File: config.mk
export PLATFORM = sky130hd
export DESIGN_NAME = muldiv_sequencer
export DESIGN_NICKNAME = d
export VERILOG_FILES = /design/src/rtl/muldiv_sequencer.sv
export SDC_FILE = /design/constraint.sdc
export NUM_CORES = 1
export LEC_CHECK = 0
export ABC_AREA = 1
export CAP_MARGIN = 20
export CORE_MARGIN = 1
export CORE_UTILIZATION = 30
export CTS_CLUSTER_DIAMETER = 50
export DETAILED_ROUTE_END_ITERATION = 6
export PLACE_DENSITY = 0.5
export SLEW_MARGIN = 20
export SYNTH_ARGS = -nofsm -noshare
export SYNTH_HDL_FRONTEND = slang
export SYNTH_SLANG_ARGS = --single-unit
File: constraint.sdc
create_clock -name clk_i -period 3.25 [get_ports clk_i]
set_input_delay 0.65 -clock clk_i [delete_from_list [all_inputs] [get_ports clk_i]]
set_output_delay 0.65 -clock clk_i [all_outputs]
set_load 0.03 [all_outputs]
File: src/rtl/muldiv_sequencer.sv
// muldiv_sequencer
//   Iterative M-extension unit (MUL, MULHU, DIVU, REMU) that sits next to the
//   single-cycle ALU in EX. One op is accepted per start pulse. A multiply runs
//   a radix-2 shift/add loop and a divide runs a restoring loop, both for XLEN
//   iterations, and then done pulses for one cycle. busy stays high from
//   acceptance until the DONE cycle so the hazard logic can stall IF/EX.
//
// Ports
//   clk_i     rising-edge clock
//   rst_i     synchronous active-high reset; has priority over every input
//   start_i   request, sampled only in IDLE
//   op_i      00 MUL, 01 MULHU, 10 DIVU, 11 REMU
//   rs1_i     multiplicand / dividend
//   rs2_i     multiplier / divisor
//   flush_i   abort the in-flight op (branch redirect)
//   busy_o    high in RUN and DONE
//   done_o    one-cycle pulse; result_o is valid in this cycle
//   result_o  result, held until the next op completes
module muldiv_sequencer #(
  parameter int XLEN = 32
) (
  input  logic            clk_i,
  input  logic            rst_i,
  input  logic            start_i,
  input  logic [1:0]      op_i,
  input  logic [XLEN-1:0] rs1_i,
  input  logic [XLEN-1:0] rs2_i,
  input  logic            flush_i,
  output logic            busy_o,
  output logic            done_o,
  output logic [XLEN-1:0] result_o
);

  localparam int CW = $clog2(XLEN);
  localparam logic [CW-1:0] LAST = CW'(XLEN - 1);

  typedef enum logic [1:0] {S_IDLE, S_RUN, S_DONE} state_t;

  state_t            state_q, state_d;
  logic [CW-1:0]     count_q, count_d;
  logic [1:0]        op_q, op_d;
  logic [2*XLEN-1:0] p_q, p_d;       // {high accumulator, multiplier shifting out}
  logic [XLEN-1:0]   m_q, m_d;       // multiplicand
  logic [XLEN:0]     r_q, r_d;       // partial remainder
  logic [XLEN-1:0]   q_q, q_d;       // dividend shifting out / quotient shifting in
  logic [XLEN-1:0]   d_q, d_d;       // divisor
  logic [XLEN-1:0]   result_q, result_d;

  // One iteration of each datapath, computed from the current registers.
  logic [XLEN:0]     mul_sum;
  logic [2*XLEN-1:0] mul_next;
  logic [XLEN:0]     div_shift, div_t, r_next;
  logic [XLEN-1:0]   q_next;

  always_comb begin
    mul_sum  = {1'b0, p_q[2*XLEN-1:XLEN]} + {1'b0, m_q};
    mul_next = p_q[0] ? {mul_sum, p_q[XLEN-1:1]} : {1'b0, p_q[2*XLEN-1:1]};

    div_shift = {r_q[XLEN-1:0], q_q[XLEN-1]};
    div_t     = div_shift - {1'b0, d_q};
    // Borrow (MSB set) means the divisor did not fit: keep the shifted remainder.
    if (!div_t[XLEN]) begin
      r_next = div_t;
      q_next = {q_q[XLEN-2:0], 1'b1};
    end else begin
      r_next = div_shift;
      q_next = {q_q[XLEN-2:0], 1'b0};
    end
  end

  always_comb begin
    state_d  = state_q;
    count_d  = count_q;
    op_d     = op_q;
    p_d      = p_q;
    m_d      = m_q;
    r_d      = r_q;
    q_d      = q_q;
    d_d      = d_q;
    result_d = result_q;

    unique case (state_q)
      S_IDLE: begin
        // flush beats a simultaneous start: nothing is accepted
        if (start_i && !flush_i) begin
          op_d    = op_i;
          count_d = '0;
          p_d     = {{XLEN{1'b0}}, rs2_i};
          m_d     = rs1_i;
          r_d     = '0;
          q_d     = rs1_i;
          d_d     = rs2_i;
          if (op_i[1] && (rs2_i == '0)) begin
            // RISC-V divide-by-zero: DIVU -> all ones, REMU -> dividend
            state_d  = S_DONE;
            result_d = op_i[0] ? rs1_i : '1;
          end else begin
            state_d = S_RUN;
          end
        end
      end

      S_RUN: begin
        if (flush_i) begin
          state_d = S_IDLE;
        end else begin
          if (op_q[1]) begin
            r_d = r_next;
            q_d = q_next;
          end else begin
            p_d = mul_next;
          end
          // The final iteration and the result capture share one edge, so the
          // result is taken from the post-iteration values.
          if (count_q == LAST) begin
            state_d = S_DONE;
            unique case (op_q)
              2'b00:   result_d = mul_next[XLEN-1:0];
              2'b01:   result_d = mul_next[2*XLEN-1:XLEN];
              2'b10:   result_d = q_next;
              default: result_d = r_next[XLEN-1:0];
            endcase
          end else begin
            count_d = count_q + 1'b1;
          end
        end
      end

      S_DONE: state_d = S_IDLE;

      default: state_d = S_IDLE;
    endcase
  end

  always_ff @(posedge clk_i) begin
    if (rst_i) begin
      state_q  <= S_IDLE;
      count_q  <= '0;
      op_q     <= '0;
      p_q      <= '0;
      m_q      <= '0;
      r_q      <= '0;
      q_q      <= '0;
      d_q      <= '0;
      result_q <= '0;
    end else begin
      state_q  <= state_d;
      count_q  <= count_d;
      op_q     <= op_d;
      p_q      <= p_d;
      m_q      <= m_d;
      r_q      <= r_d;
      q_q      <= q_d;
      d_q      <= d_d;
      result_q <= result_d;
    end
  end

  assign busy_o   = (state_q != S_IDLE);
  assign done_o   = (state_q == S_DONE);
  assign result_o = result_q;

endmodule
# Word-level counts from Yosys, hierarchy flattened
# Index checks and enable logic that the tools add are counted.
# totals
reg_bits,233
output_inout_bits,34
elab_cells,70
inputBits,70
# classes
n_mux,31
add_sub_neg,3
n_reduce_logical,14
eq_ne,13
# op_table
operator,n
two-way mux 32 bit,12
two-way mux 64 bit,4
one-hot mux 32 bit (2 select lines),3
one-hot mux 64 bit (2 select lines),1
one-hot mux 32 bit (3 select lines),1
adder 32 x 32 -> 33 bit,1
subtractor 33 x 32 -> 33 bit,1
logical NOT 32 bit,1
two-way mux 5 bit,3
"inequality test 2 bit, second input constant",7
AND reduction 4 bit,3
one-hot mux 5 bit (2 select lines),1
two-way mux 2 bit,4
"adder 5 x 1 -> 5 bit, second input constant",1
"equality test 5 bit, second input constant",1
AND reduction 5 bit,1
"equality test 2 x 1 -> 1 bit, second input constant",2
"equality test 2 bit, second input constant",2
logical NOT 2 bit,2
one-hot mux 2 bit (2 select lines),1
AND reduction 2 bit,2
nonzero test 2 bit,2
"inequality test 3 bit, second input constant",1
logical AND 1 bit,2
other kinds (2),2

# Depth between registers and ports, before layout
# logic_depth
ltp_word,6
depth_mapped,20
ltp_nobuf,19

# Worst setup path before layout
# No wires, ideal clock.
# synth_timing
path_type,flip-flop to flip-flop
start,register q_q[31]
end,register r_q[10]
period_less_slack_ns,2.283
n_path_buf,1
t_required_ns,3.110
path_stages_with_launch,20
setup_slack_ns,0.967
setup_ns,0.140
t_arrival_ns,2.142
cell_sequence,dfxtp_1 inv_1 ha_1 inv_1 fa_1 nand3_1 nand3_2 nand2_1 nand2_2 nand2_1 nand2_2 nand2_2 nand2_2 nand2_2 nand2_4 buf_6 o21ai_2 nor2_1 nand2_1 a21oi_2
# synth_between
elab_chain_len,5
# synth_rtl
element,line_no,rtl
start: declaration,45,"logic [XLEN-1:0] q_q, q_d;"
start signal: assignment,153,q_q <= q_d;
subtractor 33 x 32 -> 33 bit,60,"div_t = div_shift - {1'b0, d_q};"
two-way mux 32 bit,62,if (!div_t[XLEN]) begin
two-way mux 32 bit,107,if (op_q[1]) begin
two-way mux 32 bit,104,if (flush_i) begin
one-hot mux 32 bit (2 select lines),82,unique case (state_q)
end signal: assignment,152,r_q <= r_d;
end: declaration,44,"logic [XLEN:0] r_q, r_d;"
# No other way between the ends. The select of a mux whose other input is x is not followed.
# A chain may end at the register's enable or synchronous reset.

# Final worst setup path
# layout_timing
start,register q_q[31]
end,register result_q[6] (netlist: result_o[6])
# layout_between
elab_chain_len,6
# layout_rtl
element,line_no,rtl
subtractor 33 x 32 -> 33 bit,60,
two-way mux 32 bit,62,
one-hot mux 32 bit (3 select lines),117,unique case (op_q)
two-way mux 32 bit,115,if (count_q == LAST) begin
two-way mux 32 bit,104,
one-hot mux 32 bit (2 select lines),82,
end signal: assignment,155,result_q <= result_d;
end: declaration,47,"logic [XLEN-1:0] result_q, result_d;"
# No other way between the ends. The select of a mux whose other input is x is not followed.

==> summary.txt <==
Cell Area, Synth -> 16,000 um^2
DRC viols -> 0
Data arrival, critical path -> 3.33 ns
Final Slew Violations -> 0
R2R Setup Slk -> 0.36 ns
Worst path required time -> 3.69 ns
Worst Setup SP -> q_q[31]$_SDFFE_PP0P_
CP Launch Type -> register
Origin of the critical flop-to-flop path -> q_q[31]$_SDFFE_PP0P_
CTS Root Buffer Type -> clkbuf_16
FP Rows -> 84
Net count after synthesis -> 2,783
First-pass GRT wire length -> 94,700 um
FF-to-FF path depth -> 18
Final Hold Vio Count -> 0
Yosys warnings -> 0
CTS tree -> yes
Netlist cell types -> 44
Layout cells sized above 1 -> 0.0763
H-Tree Depth -> 2
Setup tns final -> 0 ns
Mean post-synth cell area -> 6.06 um^2
Final wirelength -> 62,200 um
Critical path endpoint -> result_o[6]$_SDFFE_PP0P_
Non-Filler Instances -> 3,403
Crit Path Category -> register to register
P_leak -> 8.47 nW
Initial antenna violation count -> 0
ANT nets after route -> 0
Hold_buf cts -> 0
Fmax achieved -> 346 MHz
Power per cell area -> 464 nW/um^2
Endpoints failing setup -> 0
Starting Density -> 0.305
Clock latency on the worst-skew pair -> 0.55 ns
Sequential area share after synthesis -> 0.291
Post-layout net count -> 2,824
Reg clk slew, reported paths -> 0.05 ns
1st-pass router iterations -> 6
Clock skew -> 0.0220 ns
CP endpoint kind -> register
Pin count of the biggest net entering global routing -> 98
Wire per inst -> 18.3 um
Measured slew at the worst slew-check pin -> 1.08 ns
Hold crit path type -> register to register
Critical R2R Capture -> result_o[6]$_SDFFE_PP0P_
Initial DRC count -> 1,339
IO Count -> 104
Unrepaired setup endpoints after global routing -> false
Grt ovf -> 0
Number of max-cap violations -> 0
Cells after Synth -> 2,645
Full die area -> 54,400 um^2
Die X-Extent -> 233 um
DR vias/cell -> 5.00
Peak supply drop -> 0.356 mV
Placer Congestion -> 0.963
# fillers -> 5,715
Num Clock Sinks -> 233
Slew HR -> 0.280
Status -> complete, no violations
Clk buf depth -> 3
Minimum clock period -> 2.89 ns
Post-CTS setup buffers -> 0
Port bufs -> 103
CP max FO -> 50
Vias -> 17,000
Final Cycle Share -> 0.889
Placed Cells -> 3,334
Placed wire-length estimate -> 47,000 um
Tot GR Track Use -> 0.227
Total CTS buffers -> 38
Synth Register Bits -> 233
Vias in the first global route -> 16,100
Area Overhead vs Synth -> 18.3%
Die H -> 233 um
Core ar. -> 52,700 um^2
## cells in the mapped netlist (all sizes together)
cell | count | share of area
o21a | 2 | 0.00094
inv | 336 | 0.079
xor2 | 5 | 0.0027
buf | 32 | 0.012
ha | 66 | 0.051
and2 | 5 | 0.0020
nor3 | 22 | 0.0079
nor2 | 213 | 0.051
a221oi | 7 | 0.0038
clkbuf | 94 | 0.022
o31ai | 1 | 0.00047
or2 | 51 | 0.020
nand3 | 162 | 0.053
fa | 2 | 0.0025
and3 | 2 | 0.00078
o211ai | 10 | 0.0047
xnor2 | 21 | 0.011
o21bai | 4 | 0.0019
nand3b | 3 | 0.0014
a22oi | 1 | 0.00047
a31oi | 63 | 0.025
nand2 | 835 | 0.20
dfxtp | 233 | 0.29
nor3b | 2 | 0.00094
a21oi | 256 | 0.083
o21ai | 192 | 0.062
a21o | 2 | 0.00094
nor4 | 2 | 0.00078
clkinv | 1 | 0.00023
nand4 | 20 | 0.0078
## what timing repair did
| action | in CTS | in global routing |
|---|---|---|
| resized for setup | 0 | 1 |
| setup endpoints to repair | 0 | 11 |
| endpoints found under the hold margin | 0 | 0 |
## power by group
part / leakage [nW] / total (mW) / switching (mW) / internal (mW)
combinational: 5.94 / 1.49 / 0.996 / 0.494
clock: 0.620 / 4.16 / 1.58 / 2.58
sequential: 1.90 / 3.16 / 0.145 / 3.01
## layout make-up
cell class / instances / area, um^2 / area share
diodes: 1 / 2.50 / 0.000132
clock buffers: 49 / 1060 / 0.0561
clock inverters: 19 / 219 / 0.0115
inverters: 337 / 1270 / 0.0669
multi-input cells: 1949 / 9600 / 0.506
flip-flops and latches: 233 / 4670 / 0.246
well taps: 688 / 861 / 0.0454
repair buffers: 127 / 1290 / 0.0682
## metal layers
metal	global-route usage	up-vias	share of wire
li1	-	8588	-
met1	0.323	7951	0.49
met2	0.358	420	0.44
met3	0.0271	73	0.047
met4	0.0598	0	0.024
met5	0	-	0
## layout by cell type (no fill, tap or decap), types with 6 or more instances in the layout
| cell type | n |
|---|---|
| a21oi_1 | 241 |
| a21oi_2 | 13 |
| a221oi_1 | 7 |
| a31oi_1 | 63 |
| buf_12 | 7 |
| buf_4 | 17 |
| clkbuf_16 | 39 |
| clkdlybuf4s50_1 | 102 |
| dfxtp_1 | 232 |
| ha_1 | 66 |
| inv_1 | 330 |
| nand2_1 | 815 |
| nand2_2 | 18 |
| nand3_1 | 155 |
| nand3_2 | 7 |
| nand4_1 | 20 |
| nor2_1 | 208 |
| nor3_1 | 19 |
| o211ai_1 | 10 |
| o21ai_0 | 176 |
| o21ai_1 | 6 |
| o21ai_2 | 10 |
| or2_2 | 51 |
| xnor2_1 | 21 |
## worst min-delay path by stage
stage                       startpoint                      end  slack [ns]  cells after the start
2_1_floorplan      d_q[2]$_SDFFE_PP0P_      d_q[2]$_SDFFE_PP0P_        0.43                      2
3_3_place_gp   count_q[4]$_SDFFE_PP0P_  count_q[4]$_SDFFE_PP0P_        0.46                      2
3_5_place_dp   count_q[4]$_SDFFE_PP0P_  count_q[4]$_SDFFE_PP0P_        0.47                      2
4_1_cts        count_q[4]$_SDFFE_PP0P_  count_q[4]$_SDFFE_PP0P_        0.47                      2
5_1_grt        count_q[4]$_SDFFE_PP0P_  count_q[4]$_SDFFE_PP0P_        0.50                      2
6_report       count_q[4]$_SDFFE_PP0P_  count_q[4]$_SDFFE_PP0P_        0.47                      2
## worst max-delay path, stage by stage, from the launching register on
cell and delay [ns]:
dfxtp_1 0.32, inv_1 0.06, ha_1 0.15, inv_1 0.12, fa_1 0.49, nand3_1 0.12, nand3_2 0.12, nand2_1 0.10
nand2_2 0.08, nand2_1 0.08, nand2_2 0.06, nand2_2 0.09, nand3_2 0.13, nand2_8 0.30, nand2_1 0.12, o21ai_2 0.09
nand2_1 0.13, nand2_1 0.11, a21oi_1 0.06
## logic make-up (layout without fill, tap and decap cells)
| kind of cell | Yosys count | count (layout) | synth area share |
|---|---|---|---|
| compound gates | 538 | 538 | 0.183 |
| xor+xnor | 26 | 26 | 0.0142 |
| fa+ha+maj | 68 | 68 | 0.0540 |
| buf+inv | 463 | 532 | 0.113 |
| flops | 233 | 233 | 0.291 |
| other cells | 0 | 1 | 0 |
| simple gates | 1317 | 1317 | 0.344 |
## per-stage QoR
stage	hold WS (ns)	utilization	power, mW	cell area, um^2	setup slack, ns
after CTS	0.474	0.360	8.88	19000	0.207
after global placement	0.460	0.336	4.69	17700	0.277
after global routing	0.497	0.360	9.18	19000	0.133
after floorplan	0.433	-	4.12	16000	0.967
final	0.468	0.360	8.81	19000	0.359
after detailed placement	0.466	0.336	4.69	17700	0.220
## flip-flops by register name, summed over array words and instances, names as in the netlist
signal / cells
count_q: 5
d_q: 32
m_q: 32
op_q: 2
p_q: 64
q_q: 32
r_q: 32
result_o: 32
state_q: 2
No activity file was read; power rests on OpenSTA's default activity.
